### src/rtl/instruction_assembler.sv
// instruction_assembler: packs variable-length byte streams into whole instructions and queues them in a FIFO.
module instruction_assembler #(
  parameter int BYTE_W    = 8,
  parameter int MAX_BYTES = 4,
  parameter int DEPTH     = 4
) (
  input  logic                              i_clk,
  input  logic                              i_reset_n,
  input  logic                              i_wr,
  input  logic [BYTE_W-1:0]                 i_data,
  input  logic                              i_flush,
  output logic                              o_in_ready,
  output logic                              o_ack,
  output logic [MAX_BYTES*BYTE_W-1:0]       o_instruction,
  output logic [$clog2(MAX_BYTES)-1:0]      o_len,
  output logic                              o_valid,
  input  logic                              i_rd,
  output logic [$clog2(DEPTH):0]            o_count,
  output logic                              o_err
);
  localparam int LW = $clog2(MAX_BYTES);
  localparam int IW = MAX_BYTES * BYTE_W;
  localparam int PW = $clog2(DEPTH);
  localparam int CW = PW + 1;

  typedef enum logic {OPCODE, ARGS} state_e;

  state_e          state_q, state_d;
  logic [LW-1:0]   rem_q, rem_d, idx_q, idx_d, push_len;
  logic [IW-1:0]   asm_q, asm_d, push_data;
  logic            push, accept, pop, full;
  logic [IW-1:0]   mem_ins [DEPTH];
  logic [LW-1:0]   mem_len [DEPTH];
  logic [PW-1:0]   wr_q, rd_q;
  logic [CW-1:0]   cnt_q;
  logic            ack_q, err_q;

  assign full          = cnt_q == CW'(DEPTH);
  assign o_in_ready    = !full && !i_flush;
  assign accept        = i_wr && o_in_ready;
  assign o_valid       = cnt_q != '0;
  assign pop           = i_rd && o_valid && !i_flush;
  assign o_instruction = o_valid ? mem_ins[rd_q] : '0;
  assign o_len         = o_valid ? mem_len[rd_q] : '0;
  assign o_count       = cnt_q;
  assign o_ack         = ack_q;
  assign o_err         = err_q;

  // idx_q is the next lane to fill; on the final byte it also equals length minus one
  always_comb begin
    state_d   = state_q;
    rem_d     = rem_q;
    idx_d     = idx_q;
    asm_d     = asm_q;
    push      = 1'b0;
    push_data = '0;
    push_len  = '0;
    if (i_flush) begin
      state_d = OPCODE;
      rem_d   = '0;
      idx_d   = '0;
      asm_d   = '0;
    end else if (accept && state_q == OPCODE) begin
      asm_d     = IW'(i_data);
      rem_d     = i_data[BYTE_W-1 -: LW];
      idx_d     = LW'(1);
      push_data = asm_d;
      push      = rem_d == '0;
      state_d   = rem_d == '0 ? OPCODE : ARGS;
    end else if (accept) begin
      asm_d[int'(idx_q)*BYTE_W +: BYTE_W] = i_data;
      rem_d     = rem_q - LW'(1);
      idx_d     = idx_q + LW'(1);
      push      = rem_q == LW'(1);
      push_data = asm_d;
      push_len  = idx_q;
      state_d   = rem_q == LW'(1) ? OPCODE : ARGS;
    end
  end

  always_ff @(posedge i_clk or negedge i_reset_n) begin
    if (!i_reset_n) begin
      state_q <= OPCODE;
      rem_q   <= '0;
      idx_q   <= '0;
      asm_q   <= '0;
    end else begin
      state_q <= state_d;
      rem_q   <= rem_d;
      idx_q   <= idx_d;
      asm_q   <= asm_d;
    end
  end

  always_ff @(posedge i_clk or negedge i_reset_n) begin
    if (!i_reset_n) begin
      wr_q  <= '0;
      rd_q  <= '0;
      cnt_q <= '0;
      ack_q <= 1'b0;
      err_q <= 1'b0;
      for (int i = 0; i < DEPTH; i++) begin
        mem_ins[i] <= '0;
        mem_len[i] <= '0;
      end
    end else if (i_flush) begin
      wr_q  <= '0;
      rd_q  <= '0;
      cnt_q <= '0;
      ack_q <= 1'b0;
      err_q <= 1'b0;
    end else begin
      ack_q <= accept;
      if (push) begin
        mem_ins[wr_q] <= push_data;
        mem_len[wr_q] <= push_len;
        wr_q          <= wr_q + PW'(1);
      end
      if (pop) rd_q <= rd_q + PW'(1);
      cnt_q <= cnt_q + CW'(push) - CW'(pop);
      if (i_rd && !o_valid) err_q <= 1'b1;
    end
  end
endmodule

### config.mk
export PLATFORM = sky130hd
export DESIGN_NAME = instruction_assembler
export DESIGN_NICKNAME = d
export VERILOG_FILES = /design/src/rtl/instruction_assembler.sv
export SDC_FILE = /design/constraint.sdc
export NUM_CORES = 1
export LEC_CHECK = 0
export CAP_MARGIN = 20
export CORE_MARGIN = 1
export CORE_UTILIZATION = 37
export DETAILED_ROUTE_END_ITERATION = 8
export SLEW_MARGIN = 5
export SYNTH_ARGS = -nofsm -noshare
export SYNTH_HDL_FRONTEND = slang
export SYNTH_SLANG_ARGS = --single-unit
### constraint.sdc
create_clock -name i_clk -period 5.1 [get_ports i_clk]
set_input_delay 0.51 -clock i_clk [delete_from_list [all_inputs] [get_ports i_clk]]
set_output_delay 0.51 -clock i_clk [all_outputs]
set_load 0.02 [all_outputs]
==> results of run 1 <==
## layout make-up
| type | instances | area share (%) |
|---|---|---|
| clock buffers | 21 | 4.73 |
| inverters | 22 | 0.830 |
| repair buffers | 69 | 6.73 |
| flip-flops and latches | 182 | 45.8 |
| multi-input cells | 385 | 36.8 |
| well taps | 313 | 3.94 |
| clock inverters | 11 | 1.22 |
## through the flow
step | power, mW | instances | area, µm²
after floorplan | 2.20 | 644 | 8650
after detailed placement | 2.50 | 970 | 9350
after global routing | 3.97 | 1003 | 9950
after CTS | 3.82 | 1002 | 9940
final | 3.78 | 1003 | 9950
after global placement | 2.46 | 969 | 9320
## power by group
group,internal (mW),switching (mW)
clock network,0.764,0.555
registers,1.55,0.114
logic,0.384,0.415
## critical path, cell delays in order (launching register included)
cell	delay, ns
dfrtp_2	0.77
buf_4	0.52
mux4_2	0.59
nor2b_1	0.15
clkdlybuf4s50_1	0.54
## sequential cells by signal (all words and copies together) (netlist names)
signal,count
o_count,3
asm_q,32
state_q,1
rd_q,2
wr_q,2
o_err,1
mem_ins,128
rem_q,2
o_ack,1
idx_q,2
mem_len,8
## kinds of logic (layout without fill, tap and decap cells)
group           after synthesis  in the layout  synth area share, %
buf+inv                      77            123                 5.26
compound gates              190            190                 17.9
flops                       182            182                 52.6
xor+xnor                      4              4                0.405
simple gates                102            102                 7.23
mux                          76             76                 14.5
fa+ha+maj                    13             13                 1.97
## worst max-delay path by stage
stage | to | cells past startpoint
floorplan | o_count[2] | 9
finish | o_instruction[12] | 4
CTS | o_instruction[12] | 4
global route | o_instruction[0] | 4
global placement | o_instruction[12] | 4
detailed placement | o_count[2] | 10
## layer usage
metal / vias up / wire, µm / part of all wire (%) / global-route usage (%)
li1: 2511 / - / - / -
met1: 3076 / 10100 / 46 / 25.9
met2: 128 / 10800 / 49 / 31.8
met3: 23 / 706 / 3.2 / 3.29
met4: 0 / 311 / 1.4 / 4.95
met5: - / 0 / 0 / 0
## cell usage in the layout, fill, tap and decap left out, drive strengths merged, types with 3 or more instances in the layout
| cell type | netlist | layout |
|---|---|---|
| o21ai | 5 | 5 |
| nor2b | 64 | 64 |
| o211ai | 4 | 4 |
| nand2 | 4 | 4 |
| xor2 | 3 | 3 |
| dfrtp | 182 | 182 |
| nand3 | 3 | 3 |
| o311a | 8 | 8 |
| and2b | 4 | 4 |
| mux4 | 34 | 34 |
| mux2 | 33 | 33 |
| mux2i | 9 | 9 |
| a21o | 8 | 8 |
| a2111o | 4 | 4 |
| buf | 23 | 16 |
| a21oi | 29 | 29 |
| nand4 | 5 | 5 |
| nor4bb | 3 | 3 |
| clkinv | 0 | 5 |
| ha | 12 | 12 |
| inv | 22 | 25 |
| clkdlybuf4s50 | 0 | 52 |
| a221o | 8 | 8 |
| clkbuf | 31 | 22 |
| nor2 | 11 | 11 |
| o2bb2ai | 116 | 116 |
==> summary.md, run 1 <==
| Metric | Value |
|---|---|
| Status | finished clean |
| Min Hold Slack | 0.111 ns |
| Initial detailed-routing violation count | between 400 and 500 |
| Clock transition at path regs | 0.07 ns |
| Cells after synthesis | 644 |
| Most instantiated cells after synthesis | dfrtp_1, o2bb2ai_1, nor2b_1 |
| Clock Latency Late Sink | 0.43 ns |
| Gr ovfl total | 0 |
| First-pass iteration count of the detailed router | 5 |
| Tmin final | 3.52 ns |
| Yosys top cell by area | dfrtp_1 |
| Fin util | between 40% and 50% |
| Dominant synthesized flop cell | dfrtp_1 |
| Chip height | 155 µm |
| # DRC | 0 |
| Cts bufs inserted | 17 |
| Port bufs | 53 |
| Synth top area share | 52.6% |
| Most common cell in the netlist | dfrtp_1 |
| Worst Path Required | 4.59 ns |
| Hold Violations, Final | 0 |
| Hold buffer count at cts | 0 |
| Total die area | between 0.02 and 0.025 mm² |
| Post-synth EDFFs | 0 |
| Max FO, Critical Path | 19 |
| Post-CTS Repair Setup Buffers | 0 |
| Seq/Total Area, Yosys | 52.6% |
| Clock Path Buffers | 2 |
| Startpoint types | flop |
| Crit share post-route | approximately 70% |
| Layout cell share with drive strength beyond 1 | approximately 18% |
| Synth warnings | 0 |
| Worst slew margin | 35.2% |
| Max-slew violations | 0 |
| Setup crit start | rd_q[0] |
| VDD IR max | 0.244 mV |
| Unique masters post-synth | 46 |
| Core region area | around 0.023 mm² |
| WL per Instance | between 20 and 25 µm |
| Setup slack after layout | 1.58 ns |
| Antenna violations before repair | 0 |
| Worst slack at placement | 1.79 ns |
| R2R Setup Slk | 2.29 ns |
| # setup viols final | 0 |
| Vias per inst | ~5.7 |
| CTS tree | built |
| Slew @ Worst Pin | roughly 0.97 ns |
| Leakage | ~4.3 nW |
| RSZ-0062 raised after global routing | false |
| Reg2Reg Depth | 9 |
| Clk sink count | 182 |
| Site Rows | 55 |
| Gpl congestion | around 0.77 |
| Area of the multi-input gates | 0.00366 mm² |
| Critical path arrival | 3.01 ns |
| Drt total wl | 21900 µm |
| Synth Net Count | 670 |
| Nets@finish | 703 |
| End of the worst register-to-register path | o_count[2] |
| Hpwl dp | approximately 13000 µm |
| MaxCap Viol Count | 0 |
| Ports | 54 |
| Vias in the first global route | 6099 |
| Area contributors post-synth | dfrtp_1, o2bb2ai_1, mux4_2 |
| Number of diodes | 0 |
| Synth Register Bits | 182 |
| Fillers | 2006 |
| Chip width | 155 µm |
| Largest net degree at the start of global routing | 84 |
| WS Path Type | flop to primary output |
| GRT Util Overall | 19.1% |
| Mapped Area | 0.00865 mm² |
| Register Area | 0.00456 mm² |
| Initial Utilization | 38.0% |
| Crit end category | primary output |
| Sum of negative setup slack | 0 ns |
| DRT antenna net count | 0 |
| CTS-repair resized insts | 0 |
| CTS root buffer | clkbuf_16 |
| Area Growth Syn to Fin | 15.0% |
| Global-route wire length before repair | about 35000 µm |
| Share of synthesized flip-flops with an asynchronous set or reset | 100% |
| PwrDens | approximately 380 mW/mm² |
| Total number of vias | 5738 |
| Syn Area/Cell | 13.4 µm² |
| H-tree depth | 4 |
| Hold crit path type | primary input to async pin |
| FMAX | between 0.2 and 0.3 GHz |
| RR Startpoint | state_q |
| Worst Skew | 0.0109 ns |
Power figures use the tool's default switching activity.
==> inputs of run 2 (changes only) <==
==> constraint.sdc (replaced) <==
create_clock -name i_clk -period 2.9 [get_ports i_clk]
set_input_delay 0.29 -clock i_clk [delete_from_list [all_inputs] [get_ports i_clk]]
set_output_delay 0.29 -clock i_clk [all_outputs]
set_load 0.02 [all_outputs]
==> run 2 against run 1 <==
  * Clock-buffer cell count down 4
  * Setup slack worse by 1.4 ns
  * Utilization up 0.64 points
  * Hold slack better by 0.33 ns
  * Clock power up 75%
  * Critical path depth unchanged
  * Register-to-register slack worse by 1.8 ns
  * Sequential share of layout area down 0.66 points
  * Power up 76%
  * Final area up 1.5%
  * Sequential cell count unchanged
  * Routed wire length up 4.0%
  * Largest cell class unchanged
==> summary.md, run 2 (synthesis results as in run 1) <==
| Metric | Value |
|---|---|
| Status | finished clean |
| CP Depth | 4 (unchanged) |
| Crit share post-route | ~94% |
| Hold crit path type | primary input to async pin |
| Cts bufs inserted | 17 (unchanged) |
| DRT antenna net count | 0 (unchanged) |
| Max FFs per register | 128 (unchanged) |
| Port bufs | 53 (unchanged) |
| CTS tree | built |
| Post-CTS Repair Setup Buffers | 0 (unchanged) |
| GRT Util Overall | 20.3% (+1.2 points) |
| R2R Setup Slk | 0.49 ns (-1.80 ns) |
| Flop pwr share | 42.7% (-1.3 points) |
| Tmin final | 2.72 ns |
| Reg2Reg Depth | 11 (+2) |
| Biggest regs | mem_ins: 128 flops, asm_q: 32 flops, mem_len: 8 flops |
| Cell area after layout | 0.0101 mm² (+1.5%) |
| Most common cell after layout, fill and taps aside | dfrtp_1 |
| WS Path Type | flop to primary output |
| Startpoint types | flop |
| PwrDens | 659 mW/mm² (+74%) |
| Site Rows | 55 (unchanged) |
| Commonest cells after routing, fill and taps aside | dfrtp_1, o2bb2ai_1, nor2b_1, clkdlybuf4s50_1, mux4_2 |
| RR Startpoint | rem_q[1] |
| VDD IR max | 0.397 mV (+62%) |
| # DRC | 0 (unchanged) |
| Initial Utilization | 38.0% (unchanged) |
| Total number of vias | 5775 (+0.64%) |
| Global-route wire length before repair | 37000 µm (+5.1%) |
| Max FO, Critical Path | 16 (-3) |
| FMAX | about 0.37 GHz |
| WP buf/inv | 2 (unchanged) |
| Worst slew margin | 36.7% (+1.5 points) |
| Logic pwr share | 22.6% (+1.5 points) |
| # setup viols final | 0 (unchanged) |
| Worst path top cell family by delay | buffers and inverters |
| Worst Path Required | 2.61 ns (-1.98 ns) |
| Clock Latency Late Sink | 0.44 ns (about the same) |
| Max-slew violations | 0 (unchanged) |
| Dpl cell area | 0.00948 mm² (+1.4%) |
| WL per Instance | 22.3 µm (+2.2%) |
| Layout cell share with drive strength beyond 1 | 19.6% (+1.7 points) |
| Vias per inst | 5.66 (-1.1%) |
| Initial detailed-routing violation count | 361 (-18%) |
| Hold Violations, Final | 0 (unchanged) |
| Slew @ Worst Pin | 0.948 ns (-0.0247 ns) |
| Worst Skew | 0.0110 ns (+0.0000835 ns) |
| CP peak stage delay | 0.60 ns (-0.17 ns) |
| RSZ-0062 raised after global routing | false |
| Critical path arrival | 2.43 ns (-0.58 ns) |
| Pwr Total | 6.66 mW (+76%) |
| End of the worst register-to-register path | o_count[2] |
| Nets@finish | 721 (+2.6%) |
| Gr ovfl total | 0 (unchanged) |
| Antenna violations before repair | 0 (unchanged) |
| Int Pwr | 4.59 mW (+70%) |
| Vias in the first global route | 6352 (+4.1%) |
| Area Growth Syn to Fin | 16.7% |
| Largest net degree at the start of global routing | 72 (-14%) |
| Ports | 54 (unchanged) |
| Clock transition at path regs | 0.07 ns (about the same) |
| Slowest stage cell, crit path | mux4_2 |
| Core region area | 0.0228 mm² (unchanged) |
| Chip width | 155 µm (unchanged) |
| Most flop-heavy register | mem_ins |
| Clock Path Buffers | 2 (unchanged) |
| Chip height | 155 µm (unchanged) |
| CP Cell Sequence | buf_4, mux4_2, nor2b_1, clkdlybuf4s50_1 |
| Drt total wl | 22800 µm (+4.0%) |
| Number of diodes | 0 (unchanged) |
| Fillers | 2026 (+1.0%) |
| MaxCap Viol Count | 0 (unchanged) |
| Crit end category | primary output |
| Clock power frac | 34.7% (-0.2 points) |
| Total die area | 0.0240 mm² (unchanged) |
| Hpwl dp | 14500 µm (+8.1%) |
| Switching part of the total | 31.1% (+2.4 points) |
| Leakage | 4.33 nW (+1.8%) |
| P_sw | 2.07 mW (+91%) |
| H-tree depth | 4 (unchanged) |
| CTS root buffer | clkbuf_16 |
| Gpl congestion | 0.780 (+0.71%) |
| First-pass iteration count of the detailed router | 4 (-1) |
| Clk sink count | 182 (unchanged) |
-- run 2: area by class of cell --
type / count / area [µm²] / share of cell area (%)
tap: 313 / 392 / 3.88
clock buffer: 17 / 425 / 4.21
inverter: 22 / 82.6 / 0.818
timing repair buffer: 87 / 806 / 7.98
sequential: 182 / 4560 / 45.1
multi-input combinational: 385 / 3660 / 36.2
clock inverter: 15 / 175 / 1.74
-- run 2: worst max path at each step --
stage | startpoint | end | slack [ns]
after floorplan | state_q | o_count[2] | 0.51
after global placement | idx_q[0] | asm_q[21] | -0.15
after detailed placement | i_data[7] | o_count[2] | 0.19
after CTS | rd_q[0] | o_instruction[19] | 0.04
after global routing | rd_q[0] | o_instruction[16] | 0.06
final | rd_q[0] | o_instruction[22] | 0.18
-- run 2: metal layers --
metal	global-route usage, %	wire length [µm]	vias to the layer above	part of all wire (%)
li1	-	-	2549	-
met1	27.7	10500	3060	46
met2	33.1	10900	139	48
met3	3.98	956	27	4.2
met4	5.47	347	0	1.5
met5	0	0	-	0
-- run 2: power groups by stage --
stage,Clock (mW),Sequential [mW],Combinational [mW]
floorplan,0,2.87,1.00
global placement,0,2.88,1.49
global route,2.45,2.87,1.64
CTS,2.34,2.85,1.53
finish,2.31,2.84,1.50
detailed placement,0,2.90,1.53
-- run 2: what timing repair did --
item,in CTS,in global routing
endpoints found under the setup margin,0,7
hold buffers,1,0
resized for setup,0,1
endpoints found under the hold margin,67,0
-- run 2: through the flow --
step                      cells  TNS (ns)  worst slack, ns  hold WS, ns  utilization (%)
final                      1021         0            0.180        0.442             44.3
after detailed placement    988         0            0.188        0.350             41.6
after global placement      987     -4.72           -0.147        0.340             41.6
after CTS                  1021         0           0.0356        0.462             44.3
after floorplan             644         0            0.511     -0.00559                -
after global routing       1021         0           0.0570        0.501             44.3
==> inputs of run 3 (changes only) <==
--- a/config.mk
+++ b/config.mk
@@ -9,6 +9,7 @@
 export CORE_MARGIN = 1
 export CORE_UTILIZATION = 37
 export DETAILED_ROUTE_END_ITERATION = 8
+export SKIP_LAST_GASP = 1
 export SLEW_MARGIN = 5
 export SYNTH_ARGS = -nofsm -noshare
 export SYNTH_HDL_FRONTEND = slang
==> results of run 3 <==
Same layout as run 2: the final DEF is identical, and so are final timing and power.
